<file path="src/rtl/rate_divisor_controller.sv">
// Playback-speed divisor controller: converts speed keys into a saturating
// clock-divisor value with edge detection, hold auto-repeat and a coarse-step mode.
module rate_divisor_controller #(
  parameter int unsigned WIDTH         = 32,
  parameter int unsigned DEFAULT_DIV   = 1136,
  parameter int unsigned MIN_DIV       = 100,
  parameter int unsigned MAX_DIV       = 11236000,
  parameter int unsigned STEP          = 100,
  parameter int unsigned COARSE_MULT   = 10,
  parameter int unsigned HOLD_CYCLES   = 25000000,
  parameter int unsigned REPEAT_CYCLES = 5000000
) (
  input  logic             clk,
  input  logic             rst_n,
  input  logic             key_fast,
  input  logic             key_slow,
  input  logic             key_reset,
  input  logic             key_coarse,
  output logic [WIDTH-1:0] frequency_divisor,
  output logic             at_min,
  output logic             at_max,
  output logic             div_changed
);

  typedef enum logic [1:0] {IDLE, HOLD, REPEAT, WAIT_RELEASE} state_t;

  localparam int unsigned CNT_MAX = (HOLD_CYCLES > REPEAT_CYCLES) ? HOLD_CYCLES : REPEAT_CYCLES;
  localparam int unsigned CNT_W   = (CNT_MAX > 1) ? $clog2(CNT_MAX) : 1;

  localparam logic [CNT_W-1:0] HOLD_LOAD   = CNT_W'(HOLD_CYCLES - 1);
  localparam logic [CNT_W-1:0] REPEAT_LOAD = CNT_W'(REPEAT_CYCLES - 1);

  localparam logic [WIDTH-1:0] DEFAULT_W = WIDTH'(DEFAULT_DIV);
  localparam logic [WIDTH-1:0] MIN_W     = WIDTH'(MIN_DIV);
  localparam logic [WIDTH-1:0] MAX_W     = WIDTH'(MAX_DIV);

  // One extra bit so that div + step and MIN_DIV + step cannot wrap.
  localparam logic [WIDTH:0] MIN_X       = (WIDTH+1)'(MIN_DIV);
  localparam logic [WIDTH:0] MAX_X       = (WIDTH+1)'(MAX_DIV);
  localparam logic [WIDTH:0] STEP_FINE   = (WIDTH+1)'(STEP);
  localparam logic [WIDTH:0] STEP_COARSE = (WIDTH+1)'(STEP * COARSE_MULT);

  state_t           state, state_next;
  logic [CNT_W-1:0] count, count_next;
  logic             dir_fast, dir_next;
  logic [WIDTH-1:0] div_next;
  logic [WIDTH:0]   div_x, step_size, stepped;
  logic             active, any_key, both_keys;

  always_comb begin
    div_x     = {1'b0, frequency_divisor};
    step_size = key_coarse ? STEP_COARSE : STEP_FINE;
    if (key_fast)
      stepped = (div_x < MIN_X + step_size) ? MIN_X : div_x - step_size;
    else
      stepped = (div_x + step_size > MAX_X) ? MAX_X : div_x + step_size;

    active    = key_fast ^ key_slow;
    any_key   = key_fast | key_slow;
    both_keys = key_fast & key_slow;

    state_next = state;
    count_next = count;
    dir_next   = dir_fast;
    div_next   = frequency_divisor;

    if (key_reset) begin
      div_next   = DEFAULT_W;
      state_next = WAIT_RELEASE;
      count_next = '0;
    end else begin
      unique case (state)
        IDLE: begin
          if (active) begin
            div_next   = stepped[WIDTH-1:0];
            count_next = HOLD_LOAD;
            dir_next   = key_fast;
            state_next = HOLD;
          end
        end
        HOLD, REPEAT: begin
          if (!any_key) begin
            state_next = IDLE;
            count_next = '0;
          end else if (both_keys) begin
            state_next = WAIT_RELEASE;
            count_next = '0;
          end else if (key_fast != dir_fast) begin
            // Direction reversal behaves like a fresh press.
            div_next   = stepped[WIDTH-1:0];
            count_next = HOLD_LOAD;
            dir_next   = key_fast;
            state_next = HOLD;
          end else if (count == '0) begin
            div_next   = stepped[WIDTH-1:0];
            count_next = REPEAT_LOAD;
            state_next = REPEAT;
          end else begin
            count_next = count - 1'b1;
          end
        end
        WAIT_RELEASE: begin
          if (!any_key) state_next = IDLE;
        end
        default: state_next = IDLE;
      endcase
    end
  end

  always_ff @(posedge clk or negedge rst_n) begin
    if (!rst_n) begin
      state             <= IDLE;
      count             <= '0;
      dir_fast          <= 1'b0;
      frequency_divisor <= DEFAULT_W;
      at_min            <= (DEFAULT_W == MIN_W);
      at_max            <= (DEFAULT_W == MAX_W);
      div_changed       <= 1'b0;
    end else begin
      state             <= state_next;
      count             <= count_next;
      dir_fast          <= dir_next;
      frequency_divisor <= div_next;
      at_min            <= (div_next == MIN_W);
      at_max            <= (div_next == MAX_W);
      div_changed       <= (div_next != frequency_divisor);
    end
  end

endmodule

</file>
<file path="config.mk">
export PLATFORM = sky130hd
export DESIGN_NAME = rate_divisor_controller
export DESIGN_NICKNAME = d
export VERILOG_FILES = /design/src/rtl/rate_divisor_controller.sv
export SDC_FILE = /design/constraint.sdc
export NUM_CORES = 1
export LEC_CHECK = 0
export ABC_AREA = 0
export ABC_CLOCK_PERIOD_IN_PS = 6400
export BUFFER_PORTS_ARGS = -buffer_cell sky130_fd_sc_hd__buf_2
export CAP_MARGIN = 20
export CELL_PAD_IN_SITES_DETAIL_PLACEMENT = 0
export CELL_PAD_IN_SITES_GLOBAL_PLACEMENT = 2
export CORE_MARGIN = 3
export CORE_UTILIZATION = 37
export CTS_CLUSTER_DIAMETER = 200
export DETAILED_ROUTE_END_ITERATION = 8
export GPL_TIMING_DRIVEN = 0
export PLACE_DENSITY_LB_ADDON = 0.1
export SYNTH_ARGS = -nofsm -noshare
export SYNTH_HDL_FRONTEND = slang
export SYNTH_SLANG_ARGS = --single-unit
</file>
<file path="constraint.sdc">
create_clock -name clk -period 6.4 [get_ports clk]
set_input_delay 1.28 -clock clk [delete_from_list [all_inputs] [get_ports clk]]
set_output_delay 1.28 -clock clk [all_outputs]
set_load 0.1 [all_outputs]
</file>
==> results.py <==
metrics = {
    "floorplanning": {
        "initial_utilization_pct": 38.6,
        "die_h_um": 142,
        "die_w_um": 142,
        "boundaryPins": 41,
        "die-area_um2": 20100,
        "core_area_um2": 17700,
        "placementRows": 48,
    },
    "route": {
        "met1Wirelength_um": 14500,
        "drt-wirelength-per-cell_um": 26.9,
        "detailroute.wirelength.met2_um": 13200,
        "vias_per_cell": 6.80,
        "detail_route.iter0.violations": 1038,
        "post-route-drc-count": 0,
        "drt_first_pass_iters": 6,
        "dr_wl_met3_um": 3780,
        "final_antenna_net_count": 0,
        "topRoutingLayerUsed": "met4",
        "vias": 8321,
        "total_detailed_routing_wirelength_um": 33000,
    },
    "cts": {
        "tritoncts_clock_tree": "yes",
        "cts_root_buffer": "clkbuf_16",
        "cts_hold_bufs": 0,
        "htree_levels": 3,
        "clock_latency_ns": 0.36,
        "cts_buffers": 9,
        "clkSinkCount": 63,
        "ctsLongestPathBuffers": 2,
        "path_clk_slew_ns": 0.06,
    },
    "synthesis": {
        "yosys_warnings": 0,
        "ys_async_sr_fraction_pct": 100,
        "post_synth_instance_area_um2": 6810,
        "synthesis.instances": 933,
        "ys_ff_latch": 63,
        "synth_edf_count": 0,
        "synth.distinct_cells": 81,
        "synth_top_flop_cell": "dfrtp_1",
        "syn_nets": 960,
        "syn_avg_cell_area_um2": 7.30,
        "seq_area_frac_synth_pct": 23.2,
    },
    "timing": {
        "slew_headroom_pct": 36.4,
        "timing.final.max_slew_violations": 0,
        "setup_viol_count_final": 0,
        "timing_hold_violations_final": 0,
        "layout_setup_ws_ns": 0.212,
        "max_clock_freq_mhz": 162,
        "finalClockSkew_ns": 0.0183,
        "final_period_minus_worst_setup_slack_ns": 6.19,
        "tns_ns": 0,
        "finalCritPeriodShare_pct": 96.7,
        "tightest_slew_ns": 0.946,
    },
    "placement": {
        "post_place_worst_slack_ns": -1.25,
        "globalplace.congestion": 1.04,
        "hpwlAfterDp_um": 24800,
        "port_buffers": 39,
    },
    "critical_path": {
        "critical_path.cell_chain": "buf_2 > clkinvlp_4 > ha_1 > fa_2 > or4b_2 > or2_2 > a211oi_2 > and4b_1 > nand4_1 > or2_2 > nand3_1 > buf_2 > nand2_1 > a2111oi_2 > o2111ai_1 > or4b_1",
        "critical_path.max_fanout": 10,
        "slowest_stage": "or4b_2",
        "crit_path_largest_cell_delay_ns": 0.73,
        "worst_setup_path_start_kind": "input port",
        "critical_path.n_buffers_inverters": 3,
        "timing.critical_path.arrival_ns": 6.39,
        "criticalPathCategory": "in -> reg",
        "worst_path_dominant_cell_family": "simple AND/OR/NAND/NOR gates",
        "critical_path.endpoint_type": "flop",
        "worstPathRequired_ns": 6.60,
    },
    "finish": {
        "antennaDiodeCount": 0,
        "layout_common_cells": "102 x nand2_1, 76 x nor2_1, 76 x o21ai_0",
        "final_core_utilization_pct": 44.5,
        "layout-drive-gt1-share_pct": 14.4,
        "mostFrequentLayoutCell": "nand2_1",
        "layout.nets": 1021,
        "area_delta_synth_final_pct": 15.3,
    },
    "min_path": {
        "min_path_type": "reg -> reg",
    },
    "power": {
        "power_per_cell_area_nw_per_um2": 450,
        "irDropWorstVdd_mv": 0.220,
        "power.static_leakage_nw": 3.15,
    },
    "global_routing": {
        "grt_antenna_before_repair": 0,
        "pin_count_of_the_biggest_net_entering_global_routing": 64,
        "grt_pass1_vias": 7698,
        "grt_first_pass_wirelength_um": 49200,
        "global_route_overflow": 0,
        "globalRouteTotalUtil_pct": 32.4,
    },
    "run": {
        "maxCapViolations": 0,
    },
    "run_status": {
        "run_status": "complete, no violations",
    },
}
## cells by family after synthesis
family,Yosys count,share of synthesized area (%)
AND/OR/NAND/NOR,383,28.9
AO/OA/AOI/OAI,323,32.1
buffers and inverters,98,5.64
flip-flops,63,23.2
XOR/XNOR,33,4.24
adder cells (fa/ha/maj),22,4.23
multiplexers,11,1.62
## cells in the mapped netlist (all sizes together) (5+ instances only)
| cell type | number | area share, % |
|---|---|---|
| and2 | 10 | 0.92 |
| a31o | 5 | 0.64 |
| nand2 | 104 | 5.7 |
| nand4 | 20 | 1.8 |
| a211oi | 21 | 2.4 |
| or4 | 12 | 1.5 |
| nor4 | 29 | 3.1 |
| o22ai | 10 | 0.92 |
| xor2 | 5 | 0.64 |
| a221oi | 6 | 0.77 |
| a2111oi | 8 | 1.0 |
| o211ai | 12 | 1.5 |
| buf | 18 | 1.2 |
| xnor2 | 28 | 3.6 |
| o31ai | 12 | 1.3 |
| a311oi | 7 | 0.99 |
| nand3 | 24 | 1.8 |
| or3 | 19 | 1.7 |
| nand2b | 8 | 0.73 |
| a22o | 8 | 1.0 |
| dfrtp | 59 | 22 |
| nor2b | 5 | 0.46 |
| a21o | 13 | 1.4 |
| mux2i | 11 | 1.6 |
| inv | 32 | 1.8 |
| o21ai | 83 | 6.3 |
| a211o | 6 | 0.77 |
| a31oi | 22 | 2.0 |
| o21a | 9 | 0.99 |
| clkbuf | 48 | 2.6 |
| or2 | 14 | 1.3 |
| o2111ai | 5 | 0.64 |
| nor2 | 79 | 4.4 |
| nor3 | 35 | 2.6 |
| ha | 19 | 3.5 |
| a21oi | 54 | 4.0 |
## cell type report
cell class,instances,area [um2]
buffer,64,264
clock buffer,10,229
clock inverter,6,68.8
fill,1885,9810
inverter,32,124
multi-input combinational,772,5000
sequential,63,1580
tap,225,282
timing repair buffer,52,305
## worst register-to-register path, stage by stage, from the launching register on
cell       delay [ns]
dfrtp_1          0.64
ha_1             0.30
fa_2             0.53
or4b_2           0.73
or2_2            0.34
a211oi_2         0.30
and4b_1          0.24
nand4_1          0.23
or2_2            0.45
nand3_1          0.14
buf_2            0.26
nand2_1          0.17
a2111oi_2        0.35
o2111ai_1        0.15
or4b_1           0.60
## sequential cells by signal, indices dropped and copies added, names as in the netlist
register,flops
at_max,1
at_min,1
count,25
dir_fast,1
div_changed,1
frequency_divisor,32
state,2
## power by group
part	internal (mW)	switching, mW	total [mW]
registers	0.494	0.104	0.597
logic	0.695	1.71	2.41
clock network	0.305	0.222	0.527
total	1.49	2.04	3.53
## through the flow
stage	cell area (um2)	hold WS, ns	total power [mW]	std cells
final	7850	0.503	3.53	1224
after global routing	7850	0.535	3.70	1224
after CTS	7740	0.505	3.40	1222
after floorplan	6810	0.465	2.12	933
after global placement	7290	0.492	2.84	1197
after detailed placement	7300	0.489	2.81	1198
## final timing paths
path / cells after the start / to / slack [ns] / startpoint
min in group asynchronous: 1 / count[6] / 1.04 / rst_n
min: 2 / count[22] / 0.50 / count[22]
max in group asynchronous: 1 / frequency_divisor[18] / 4.77 / rst_n
max reg2reg: 14 / div_changed / 0.84 / frequency_divisor[2]
min reg2reg: 2 / count[22] / 0.50 / count[22]
max: 16 / div_changed / 0.21 / key_coarse
## layer usage
layer | global-route usage (%) | vias to the layer above
met4 | 13.1 | 0
met1 | 46.8 | 3975
met5 | 0 | -
met3 | 9.00 | 111
li1 | - | 3667
met2 | 45.2 | 568
## timing repair
item                       in CTS  in global routing
pin swaps                       4                  3
setup endpoints to repair       4                  3
gates resized for setup        16                 28
buffers inserted                9                  1
Power figures use the tool's default switching activity.
